===== src/rtl/alu_seq_muldiv.sv =====
// Sequential EX-stage ALU: single-cycle base ops plus iterative RV32M multiply/divide behind a
// valid/ready handshake. Define ALU_ZERO_SKIP_EN to let trivial mul/div cases finish in one cycle.
module alu_seq_muldiv #(
  parameter int unsigned DATA_WIDTH    = 32,
  parameter int unsigned OPCODE_LENGTH = 5
) (
  input  logic                     clk,
  input  logic                     rst_n,
  input  logic                     flush,
  input  logic                     in_valid,
  output logic                     in_ready,
  input  logic [DATA_WIDTH-1:0]    SrcA,
  input  logic [DATA_WIDTH-1:0]    SrcB,
  input  logic [OPCODE_LENGTH-1:0] Operation,
  output logic                     out_valid,
  input  logic                     out_ready,
  output logic [DATA_WIDTH-1:0]    ALUResult,
  output logic                     busy
);
  localparam int unsigned W  = DATA_WIDTH;
  localparam int unsigned CW = $clog2(DATA_WIDTH);
  localparam logic [CW-1:0] CntLast = CW'(DATA_WIDTH - 1);

  typedef enum logic [2:0] {StIdle, StMul, StDiv, StFix, StDone} state_e;

  state_e          state_q, state_d;
  logic [CW-1:0]   count_q;
  logic [W-1:0]    acc_q, lo_q, opnd_q, result_q;
  logic [1:0]      op_q;
  logic            neg_q, rneg_q;

  // Operand decode
  logic [2:0]      func;
  logic            is_m, is_div, a_signed, b_signed, a_neg, b_neg, b_zero, accept;
  logic [W-1:0]    a_mag, b_mag;
  logic [CW-1:0]   shamt;
  logic [W-1:0]    base_res;
  logic            skip;
  logic [W-1:0]    skip_res;

  assign func     = Operation[2:0];
  assign is_m     = Operation[4] & ~Operation[3];
  assign is_div   = is_m & Operation[2];
  assign a_signed = (func == 3'b001) | (func == 3'b010) | (func == 3'b100) | (func == 3'b110);
  assign b_signed = (func == 3'b001) | (func == 3'b100) | (func == 3'b110);
  assign a_neg    = a_signed & SrcA[W-1];
  assign b_neg    = b_signed & SrcB[W-1];
  assign a_mag    = a_neg ? -SrcA : SrcA;
  assign b_mag    = b_neg ? -SrcB : SrcB;
  assign b_zero   = (SrcB == '0);
  assign shamt    = SrcB[CW-1:0];
  assign accept   = in_valid & in_ready & ~flush;

  always_comb begin
    base_res = '0;
    if (!Operation[4]) begin
      case (Operation[3:0])
        4'b0000: base_res = SrcA & SrcB;
        4'b0001: base_res = SrcA ^ SrcB;
        4'b0010: base_res = SrcA | SrcB;
        4'b0011: base_res = SrcA + SrcB;
        4'b0100: base_res = SrcA - SrcB;
        4'b0101: base_res = W'(SrcA == SrcB);
        4'b0110: base_res = W'(SrcA != SrcB);
        4'b0111: base_res = W'($signed(SrcA) < $signed(SrcB));
        4'b1000: base_res = W'($signed(SrcA) >= $signed(SrcB));
        4'b1001: base_res = SrcA >> shamt;
        4'b1010: base_res = SrcA << shamt;
        4'b1011: base_res = $signed(SrcA) >>> shamt;
        4'b1100: base_res = SrcB;
        4'b1111: base_res = W'(1);
        default: base_res = '0;
      endcase
    end
  end

`ifdef ALU_ZERO_SKIP_EN
  always_comb begin
    skip     = 1'b0;
    skip_res = '0;
    if (is_m && !is_div && (SrcA == '0 || b_zero)) begin
      skip = 1'b1;
    end else if (is_div && b_zero) begin
      skip     = 1'b1;
      skip_res = func[1] ? SrcA : '1;
    end else if (is_div && func[0] && (SrcA < SrcB)) begin
      skip     = 1'b1;
      skip_res = func[1] ? SrcA : '0;
    end
  end
`else
  assign skip     = 1'b0;
  assign skip_res = '0;
`endif

  // One shift-add multiply step: {acc_q, lo_q} holds partial product over remaining multiplier.
  logic [W:0]     mul_sum;
  logic [W-1:0]   mul_acc, mul_lo;
  logic [2*W-1:0] mul_prod, mul_fix;
  logic [W-1:0]   mul_res;
  assign mul_sum  = {1'b0, acc_q} + (lo_q[0] ? {1'b0, opnd_q} : '0);
  assign mul_acc  = mul_sum[W:1];
  assign mul_lo   = {mul_sum[0], lo_q[W-1:1]};
  assign mul_prod = {mul_acc, mul_lo};
  assign mul_fix  = neg_q ? -mul_prod : mul_prod;
  assign mul_res  = (op_q == 2'b00) ? mul_fix[W-1:0] : mul_fix[2*W-1:W];

  // One restoring divide step: acc_q is the partial remainder, lo_q shifts dividend out/quotient in.
  logic [W:0]     div_shift, div_trial;
  logic           div_ok;
  logic [W-1:0]   div_acc, div_lo, quo_fix, rem_fix, div_res;
  assign div_shift = {acc_q, lo_q[W-1]};
  assign div_trial = div_shift - {1'b0, opnd_q};
  assign div_ok    = ~div_trial[W];
  assign div_acc   = div_ok ? div_trial[W-1:0] : div_shift[W-1:0];
  assign div_lo    = {lo_q[W-2:0], div_ok};
  assign quo_fix   = neg_q ? -lo_q : lo_q;
  assign rem_fix   = rneg_q ? -acc_q : acc_q;
  assign div_res   = op_q[1] ? rem_fix : quo_fix;

  // State register
  always_ff @(posedge clk or negedge rst_n) begin
    if (!rst_n) state_q <= StIdle;
    else        state_q <= state_d;
  end

  // Next state
  always_comb begin
    state_d = state_q;
    if (flush) begin
      state_d = StIdle;
    end else begin
      case (state_q)
        StIdle: if (accept) state_d = (!is_m || skip) ? StDone : (is_div ? StDiv : StMul);
        StMul:  if (count_q == CntLast) state_d = StDone;
        StDiv:  if (count_q == CntLast) state_d = StFix;
        StFix:  state_d = StDone;
        StDone: if (out_ready) state_d = StIdle;
        default: state_d = StIdle;
      endcase
    end
  end

  // Outputs
  always_comb begin
    in_ready  = 1'b0;
    out_valid = 1'b0;
    busy      = 1'b0;
    case (state_q)
      StIdle:              in_ready  = 1'b1;
      StMul, StDiv, StFix: busy      = 1'b1;
      StDone:              out_valid = 1'b1;
      default: ;
    endcase
  end

  assign ALUResult = result_q;

  // Datapath
  always_ff @(posedge clk or negedge rst_n) begin
    if (!rst_n) begin
      count_q  <= '0;
      acc_q    <= '0;
      lo_q     <= '0;
      opnd_q   <= '0;
      op_q     <= '0;
      neg_q    <= 1'b0;
      rneg_q   <= 1'b0;
      result_q <= '0;
    end else if (flush) begin
      count_q <= '0;
    end else begin
      case (state_q)
        StIdle: begin
          if (accept) begin
            count_q <= '0;
            acc_q   <= '0;
            op_q    <= func[1:0];
            opnd_q  <= is_div ? b_mag : a_mag;
            lo_q    <= is_div ? a_mag : b_mag;
            // Divide-by-zero keeps the all-ones quotient unsigned-looking.
            neg_q   <= is_div ? ((a_neg ^ b_neg) & ~b_zero) : (a_neg ^ b_neg);
            rneg_q  <= a_neg;
            if (!is_m)     result_q <= base_res;
            else if (skip) result_q <= skip_res;
          end
        end
        StMul: begin
          acc_q   <= mul_acc;
          lo_q    <= mul_lo;
          count_q <= (count_q == CntLast) ? '0 : count_q + CW'(1);
          if (count_q == CntLast) result_q <= mul_res;
        end
        StDiv: begin
          acc_q   <= div_acc;
          lo_q    <= div_lo;
          count_q <= (count_q == CntLast) ? '0 : count_q + CW'(1);
        end
        StFix: result_q <= div_res;
        default: ;
      endcase
    end
  end

endmodule


===== config.mk =====
export PLATFORM = sky130hd
export DESIGN_NAME = alu_seq_muldiv
export DESIGN_NICKNAME = d
export VERILOG_FILES = /design/src/rtl/alu_seq_muldiv.sv
export SDC_FILE = /design/constraint.sdc
export NUM_CORES = 1
export LEC_CHECK = 0
export CORE_MARGIN = 2
export CORE_UTILIZATION = 45
export CTS_BUF_LIST = sky130_fd_sc_hd__clkbuf_4 sky130_fd_sc_hd__clkbuf_8
export DETAILED_ROUTE_END_ITERATION = 10
export SETUP_SLACK_MARGIN = 0.3
export SLEW_MARGIN = 25
export SYNTH_ARGS = -nofsm -noshare
export SYNTH_HDL_FRONTEND = slang
export SYNTH_SLANG_ARGS = --single-unit

===== constraint.sdc =====
create_clock -name clk -period 5.7 [get_ports clk]
set_input_delay 0.855 -clock clk [delete_from_list [all_inputs] [get_ports clk]]
set_output_delay 0.855 -clock clk [all_outputs]
set_load 0.005 [all_outputs]

After elaboration in Yosys (flattened, before gate mapping)
Index checks and enable logic that the tools add are counted.
W data, S select, Z words.
{ "totals": {"ff_bits": 140, "latchBits": 0, "ram_bits": 0, "rom_bits": 0, "inputBits": 74, "output_inout_bits": 35, "wordCells": 126, "n_memories": 0} }
{ "classes": {"add_sub_neg": 10, "n_mul": 0, "div_mod_pow": 0, "order_cmp": 2, "n_eq_ne": 31, "shifts": 3, "n_mux": 37, "bitwise": 20, "reduce_logical": 14} }
{ "ops": {"columns": ["op", "count"], "rows": [
  ["$mux W32", 16],
  ["$pmux W32 S14", 1],
  ["$pmux W32 S3", 3],
  ["$neg A32 Y32", 4],
  ["$mux W64", 1],
  ["$neg A64 Y64", 1],
  ["$add A32 B32 Y33", 1],
  ["$sub A33 B32 Y33", 1],
  ["$add A32 B32 Y32", 1],
  ["$and A32 B32 Y32", 1],
  ["$eq A32 B32 Y1", 1],
  ["$ge A32 B32 Y1", 1],
  ["$logic_not A32 Y1", 1],
  ["$lt A32 B32 Y1", 1],
  ["$ne A32 B32 Y1", 1],
  ["$or A32 B32 Y32", 1],
  ["$shl A32 B5 Y32", 1],
  ["$shr A32 B5 Y32", 1],
  ["$sshr A32 B5 Y32", 1],
  ["$sub A32 B32 Y32", 1],
  ["$xor A32 B32 Y32", 1],
  ["$eq A4 B4 Y1 const B", 6],
  ["$mux W3", 6],
  ["$eq A4 B3 Y1 const B", 4],
  ["28 further kinds", 60]
]} }

Depth between registers and ports, before layout
Gate-level depths: netlist (run 1).
{ "logic_depth": {"word_depth": 9, "depth_mapped": 18, "ltp_nobuf": 15} }

Worst setup path after synthesis (run 1)
No wires, ideal clock.
{ "synth_path": {"path_kind": "input -> register", "from": "input port SrcB[2]", "to": "register result_q[30] (netlist: ALUResult[30])", "setup_ns": 0.126, "arrival_time_ns": 4.627, "required_ns": 5.574, "slack_ns": 0.947, "cell_stages": 16, "path_buffers": 4, "path_cell_list": "clkbuf_1 -> inv_2 -> buf_1 -> clkbuf_1 -> ha_1 -> clkbuf_1 -> a211oi_1 -> o21a_1 -> o311ai_0 -> and3_1 -> a31oi_1 -> o31ai_1 -> a31o_2 -> a211o_1 -> and3_1 -> o32a_1"} }
{ "synth_via": {"elab_chain_len": 6, "elab_cells_between_ends": 10, "cone_classes": "add/sub: 2; shift: 3; mux: 5"} }
{ "synth_lines": {"columns": ["item", "line", "text"], "rows": [
  ["start: declaration", "13", "input logic [DATA_WIDTH-1:0] SrcB,"],
  ["$sub A32 B32 Y32, or another cell as far along", "62", "4'b0100: base_res = SrcA - SrcB;"],
  ["$pmux W32 S14 (*)", "57", "case (Operation[3:0])"],
  ["$mux W32 (*)", "56", "if (!Operation[4]) begin"],
  ["$mux W32 (*)", "184", "if (!is_m) result_q <= base_res;"],
  ["$mux W32 (*)", "175", "if (accept) begin"],
  ["$pmux W32 S3 (*)", "173", "case (state_q)"],
  ["end signal: assignment", "184", null],
  ["end signal: assignment", "185", "else if (skip) result_q <= skip_res;"],
  ["end signal: assignment", "192", "if (count_q == CntLast) result_q <= mul_res;"],
  ["end: declaration", "28", "logic [W-1:0] acc_q, lo_q, opnd_q, result_q;"]
]} }
Mark *: on every way between the ends. The rest lies on a longest branch, timed or not. The select of a mux whose other input is x is not followed.
A chain may end at the register's enable or synchronous reset.

Worst setup path in the final report (run 1)
{ "layout_path": {"from": "input port SrcB[17]", "to": "register result_q[0] (netlist: ALUResult[0])"} }
{ "layout_via": {"elab_chain_len": 6, "elab_cells_between_ends": 9, "cone_classes": "order compare: 2; eq/ne: 2; mux: 5"} }
{ "layout_lines": {"columns": ["item", "line", "text"], "rows": [
  ["$ge A32 B32 Y1, or another cell as far along", "66", "4'b1000: base_res = W'($signed(SrcA) >= $signed(SrcB));"],
  ["$pmux W32 S14 (*)", "57", null],
  ["$mux W32 (*)", "56", null],
  ["$mux W32 (*)", "184", null],
  ["$mux W32 (*)", "175", null],
  ["$pmux W32 S3 (*)", "173", null]
]} }
Marked as above.

==> flow_metrics.py, run 1 <==
metrics = {
    "global_route": {
        "overflow": 0,
        "grt_max_degree": 66,
        "antenna_found_initial": 4,
        "gr-usage-all-layers_pct": 40.9,
        "grt_pass1_vias": 27100,
        "grt_pass1_wl_um": 176000,
    },
    "detailed_routing": {
        "drt_iter0_drc": 3120,
        "route.detailed.drc": 0,
        "vias": 29000,
        "wirelength_um": 119000,
        "ant_nets": 0,
        "first_pass_iters": 6,
        "wl_per_cell_um": 28.2,
        "viasPerCell": 6.86,
    },
    "sta": {
        "worst_slew_pin_slew_ns": 1.15,
        "layout_min_cycle_time_ns": 5.33,
        "final_hold_viol_count": 0,
        "rsz0062_at_grt": "false",
        "finClkSkew_ns": 0.0197,
        "clock.fmax_mhz": 188,
        "setup_viol": 0,
        "finalMaxSlewViolations": 0,
        "relSlewSlack_pct": 22.4,
        "post-route-period-util_pct": 93.4,
        "setup_ws_ns": 0.375,
        "setup-tns-final_ns": 0,
    },
    "cts": {
        "clock-sinks": 140,
        "clkTransAtPathRegs_ns": 0.11,
        "clock_latency_ns": 0.52,
        "cts.repair.resized": 0,
        "cts_max_level": 4,
        "postCtsSetupBuffers": 0,
        "hold_buffers": 0,
        "cts_tree": "built",
        "cts_buffer_depth": 2,
        "cts_root_buf": "clkbuf_8",
        "cts_made_buffers": 17,
    },
    "yosys": {
        "synth.cell_area_sq_um": 24800,
        "ys_top_cells_by_count": "nor2_1 (421), nand2_1 (328), o21ai_0 (299)",
        "synth-seq-cells": 140,
        "avgSynthCellArea_sq_um": 7.06,
        "postSynth.asyncResetShare_pct": 100,
        "ys.flop_type": "dfrtp_1",
        "synth_area_leader_cell": "dfrtp_1",
        "synth_most_common_cell": "nor2_1",
        "yosysTopAreaCellShare_pct": 14.1,
        "synth-warning-count": 0,
        "synth_edf_count": 0,
        "postSynthCellCount": 3519,
        "seq_area_frac_synth_pct": 14.1,
        "yosysUniqueCellTypes": 99,
        "synthTopCellsByArea": "dfrtp_1 (14%), ha_1 (8.5%), nor2_1 (6.4%)",
        "synth_nets": 3765,
    },
    "worst_setup_path": {
        "crit_family": "compound AO/OA/AOI/OAI gates",
        "crit_fanout": 12,
        "crit_required_ns": 6.09,
        "crit_arrival_ns": 5.71,
        "max_stage_delay_ns": 0.62,
        "crit_buf_inv": 3,
        "r2r_slack_ns": 0.66,
        "end_kind": "flop",
        "cp_slowest_cell": "clkdlybuf4s50_1",
        "start_kind": "input pin",
        "cp_cell_sequence": "clkdlybuf4s50_1, inv_1, ha_1, inv_1, a21oi_1, o31ai_1, a221oi_1, nand2b_1, o211ai_1, a221oi_1, mux2i_1, nor4_1, o31ai_1, a31oi_1",
        "path_class": "in2reg",
    },
    "final_layout": {
        "nets": 3758,
        "area_growth_syn_to_layout_pct": 10.2,
        "drive_gt1_share_pct": 9.42,
    },
    "power": {
        "p_leak_nw": 11.0,
        "combPwrFrac_pct": 69.5,
        "vdd_drop_max_mv": 0.500,
        "net-switching-power_mw": 5.08,
        "p_clk_share_pct": 9.5,
        "p_seq_share_pct": 21.0,
        "power_density_nw_per_um2": 338,
        "swShare_pct": 54.8,
        "intPower_mw": 4.19,
    },
    "die": {
        "die_w_um": 239,
        "start_util_pct": 45.3,
        "core_sq_um": 54900,
        "rows": 86,
        "die_y_um": 239,
        "ios": 109,
        "die-area_sq_um": 57100,
    },
    "status": {
        "status": "finished clean",
    },
    "placed_design": {
        "gp_congestion": 1.04,
        "portBuffers": 108,
        "preCtsSetupSlack_ns": 0.0205,
        "place_hpwl_um": 94900,
    },
    "hold_path": {
        "min_path_type": "in2async",
    },
    "job": {
        "max_cap_violations": 0,
    },
}
placed cells by master (no fill, tap or decap), types with 26 or more instances in the layout:
cell type / n
buf_4: 143
o21ai_0: 299
a31oi_1: 53
o211ai_1: 48
mux2i_1: 69
nand2b_1: 30
nand2_1: 328
nor4_1: 45
xor2_1: 68
o21bai_1: 28
a21o_1: 41
a22oi_1: 26
mux2_2: 26
o31ai_1: 45
a211oi_1: 70
nor3_1: 63
xnor2_1: 149
ha_1: 168
a21oi_1: 281
o21a_1: 30
dfrtp_1: 138
inv_1: 159
nor2_1: 416
a221oi_1: 76
clkdlybuf4s50_1: 102
mux4_2: 33
nand3_1: 62
final cells by class:
cell class / instances / area, sq um
multi-input cells: 2934 / 19700
flip-flops and latches: 140 / 3510
fillers: 5544 / 27500
repair buffers: 257 / 2270
clock buffers: 17 / 234
inverters: 162 / 608
clock inverters: 15 / 173
well taps: 704 / 881
diodes: 1 / 2.50
layer usage:
| layer | GRT usage [%] | part of all wire (%) | vias up |
|---|---|---|---|
| li1 | - | - | 13000 |
| met1 | 52.3 | 40 | 14000 |
| met2 | 66.5 | 45 | 1604 |
| met3 | 5.22 | 8.1 | 329 |
| met4 | 23.3 | 6.6 | 2 |
| met5 | 0 | 0.010 | - |
worst reg2reg max path: stages, from the launching register on:
cell	delay, ns
dfrtp_1	0.36
buf_4	0.23
and2_1	0.16
ha_1	0.21
inv_1	0.07
fa_1	0.43
nand2b_1	0.24
a2111oi_4	0.47
o31ai_1	0.29
a2111o_1	0.53
a21boi_2	0.22
o221ai_2	0.18
or3b_4	0.48
o41ai_2	0.39
xnor2_1	0.17
a21oi_1	0.13
o32a_1	0.37
cells by family after synthesis:
| family | after synthesis | share of synthesized area, % |
|---|---|---|
| flip-flops | 140 | 14.1 |
| multiplexers | 128 | 6.95 |
| adder cells (fa/ha/maj) | 172 | 8.78 |
| AO/OA/AOI/OAI | 1256 | 33.7 |
| buffers and inverters | 445 | 6.86 |
| AND/OR/NAND/NOR | 1157 | 21.7 |
| XOR/XNOR | 221 | 7.88 |
flip-flops by register name, indices dropped and copies added, names as in the netlist:
register   cells
ALUResult     32
acc_q         32
lo_q          32
opnd_q        32
count_q        5
state_q        3
op_q           2
neg_q          1
rneg_q         1
through the flow:
stage	hold slack (ns)	instances	utilization [%]	total power [mW]	instance area [sq um]
floorplan	0.450	3519	-	6.11	24800
CTS	0.146	4229	49.9	9.08	27400
detailed placement	0.471	4197	49.2	8.17	27000
global placement	0.463	4197	49.2	8.08	27000
global route	0.157	4230	49.9	9.87	27400
finish	0.160	4230	49.9	9.27	27400
path summary, 6_finish.rpt:
path                                   start             to  cells past startpoint
worst max-delay path                SrcB[17]   ALUResult[0]                     14
worst max register to register       lo_q[0]  ALUResult[31]                     16
max in group asynchronous              rst_n          neg_q                      2
min in group clk                ALUResult[9]   ALUResult[9]                      2
worst min-delay path                   rst_n   ALUResult[4]                      1
worst min register to register  ALUResult[9]   ALUResult[9]                      2
power groups by stage:
stage                     clock network [mW]  logic, mW  registers, mW
final                                  0.881       6.44           1.94
after CTS                              0.882       6.28           1.92
after floorplan                            0       4.57           1.54
after global routing                   0.920       6.97           1.98
after detailed placement                   0       6.23           1.94
after global placement                     0       6.16           1.92
(Power assumes the default switching activity.)
==> inputs of run 2 (changes only) <==
clock period = 6 ns   (was 5.7 ns; I/O delays follow)
==> flow_metrics.py, run 2 (same netlist as run 1, synthesis figures left out) <==
metrics = {
    "power": {
        "intPower_mw": 3.97,
        "net-switching-power_mw": 4.79,
        "p_leak_nw": 10.9,
        "p_total_mw": 8.76,
        "vdd_drop_max_mv": 0.167,
        "p_seq_share_pct": 21.0,
        "combPwrFrac_pct": 70.2,
        "power_density_nw_per_um2": 321,
        "p_clk_share_pct": 8.9,
        "swShare_pct": 54.7,
    },
    "hold_path": {
        "min_path_type": "in2async",
    },
    "die": {
        "core_sq_um": 54900,
        "die_y_um": 239,
        "ios": 109,
        "rows": 86,
        "die_w_um": 239,
        "die-area_sq_um": 57100,
        "start_util_pct": 45.3,
    },
    "placed_design": {
        "preCtsSetupSlack_ns": 0.489,
        "portBuffers": 108,
        "gp_congestion": 1.04,
        "place_area_sq_um": 26900,
        "place_hpwl_um": 95200,
    },
    "detailed_routing": {
        "ant_nets": 0,
        "wl_per_cell_um": 28.3,
        "drt_iter0_drc": 3566,
        "viasPerCell": 6.87,
        "first_pass_iters": 7,
        "vias": 29000,
        "route.detailed.drc": 0,
        "wirelength_um": 120000,
    },
    "cts": {
        "clkTransAtPathRegs_ns": 0.09,
        "cts.repair.resized": 0,
        "clock-sinks": 140,
        "cts_max_level": 4,
        "cts_root_buf": "clkbuf_8",
        "hold_buffers": 0,
        "cts_made_buffers": 17,
        "cts_tree": "built",
        "postCtsSetupBuffers": 0,
        "cts_buffer_depth": 2,
        "clock_latency_ns": 0.52,
    },
    "final_layout": {
        "fin_area_sq_um": 27300,
        "nets": 3751,
        "area_growth_syn_to_layout_pct": 9.87,
        "drive_gt1_share_pct": 9.27,
        "final_common_cell": "nor2_1",
        "final_cell_mix": "nor2_1 (416), nand2_1 (328), o21ai_0 (299)",
    },
    "sta": {
        "finalMaxSlewViolations": 0,
        "worst_slew_pin_slew_ns": 1.13,
        "relSlewSlack_pct": 23.9,
        "setup_ws_ns": 0.873,
        "setup-tns-final_ns": 0,
        "final_hold_viol_count": 0,
        "clock.fmax_mhz": 195,
        "post-route-period-util_pct": 85.4,
        "finClkSkew_ns": 0.0184,
        "rsz0062_at_grt": "false",
        "holdWs_ns": 0.245,
        "setup_viol": 0,
        "layout_min_cycle_time_ns": 5.13,
    },
    "worst_setup_path": {
        "crit_arrival_ns": 5.51,
        "regToRegStartpoint": "lo_q[0]",
        "crit_fanout": 10,
        "crit_required_ns": 6.38,
        "cp_cell_sequence": "clkdlybuf4s50_1, inv_1, ha_1, a211oi_1, o21a_1, o311ai_0, and3_1, nor2_1, o21ai_0, a221o_1, a2111oi_0, nor2_1, a2111oi_0, nor2_1",
        "max_stage_delay_ns": 0.74,
        "end_kind": "flop",
        "cp_slowest_cell": "a2111oi_0",
        "path_class": "in2reg",
        "path_common_cell": "nor2_1",
        "start_kind": "input pin",
        "startpoint": "SrcA[2]",
        "reg2regPathDepth": 17,
    },
    "global_route": {
        "grt_max_degree": 99,
        "antenna_found_initial": 2,
        "overflow": 0,
        "gr-usage-all-layers_pct": 40.7,
        "grt_pass1_wl_um": 175000,
        "grt_pass1_vias": 27000,
    },
    "status": {
        "status": "finished clean",
    },
    "job": {
        "max_cap_violations": 0,
    },
}
run 2: worst paths after layout:
path                                 end  slack (ns)
hold reg to reg             ALUResult[9]        0.49
setup reg to reg           ALUResult[30]        1.00
min in group clk            ALUResult[9]        0.49
max in group asynchronous      acc_q[11]        4.35
hold / removal                  acc_q[0]        0.25
setup / recovery           ALUResult[18]        0.87
run 2: final cells by class:
class | instances | area, sq um
sequential | 140 | 3510
clock inverter | 12 | 114
antenna | 1 | 2.50
multi-input combinational | 2934 | 19700
fill | 5494 | 27600
timing repair buffer | 250 | 2200
tap | 704 | 881
clock buffer | 20 | 263
inverter | 162 | 608
run 2: critical path, delay by kind of cell:
| family | cells | cell delay [ns] |
|---|---|---|
| fa+ha+maj | 1 | 0.46 |
| simple gates | 4 | 0.67 |
| buf+inv | 2 | 0.88 |
| compound gates | 7 | 2.60 |
run 2: per-stage QoR:
| step | utilization (%) | instances |
|---|---|---|
| after floorplan | - | 3519 |
| after global placement | 49.0 | 4189 |
| after detailed placement | 49.0 | 4189 |
| after CTS | 49.7 | 4221 |
| after global routing | 49.7 | 4223 |
| final | 49.7 | 4223 |
run 2: power by group through the flow:
stage / Combinational (mW) / Clock [mW] / Sequential, mW
2_1_floorplan: 4.34 / 0 / 1.46
3_3_place_gp: 5.86 / 0 / 1.81
3_5_place_dp: 5.92 / 0 / 1.83
4_1_cts: 5.97 / 0.783 / 1.81
5_1_grt: 6.62 / 0.813 / 1.87
6_report: 6.15 / 0.777 / 1.84
run 2: per-layer routing:
layer	track usage (%)	share of wire, %
met2	66.5	46
met1	51.2	39
met3	5.25	8.2
met5	0	0
met4	24.6	6.8
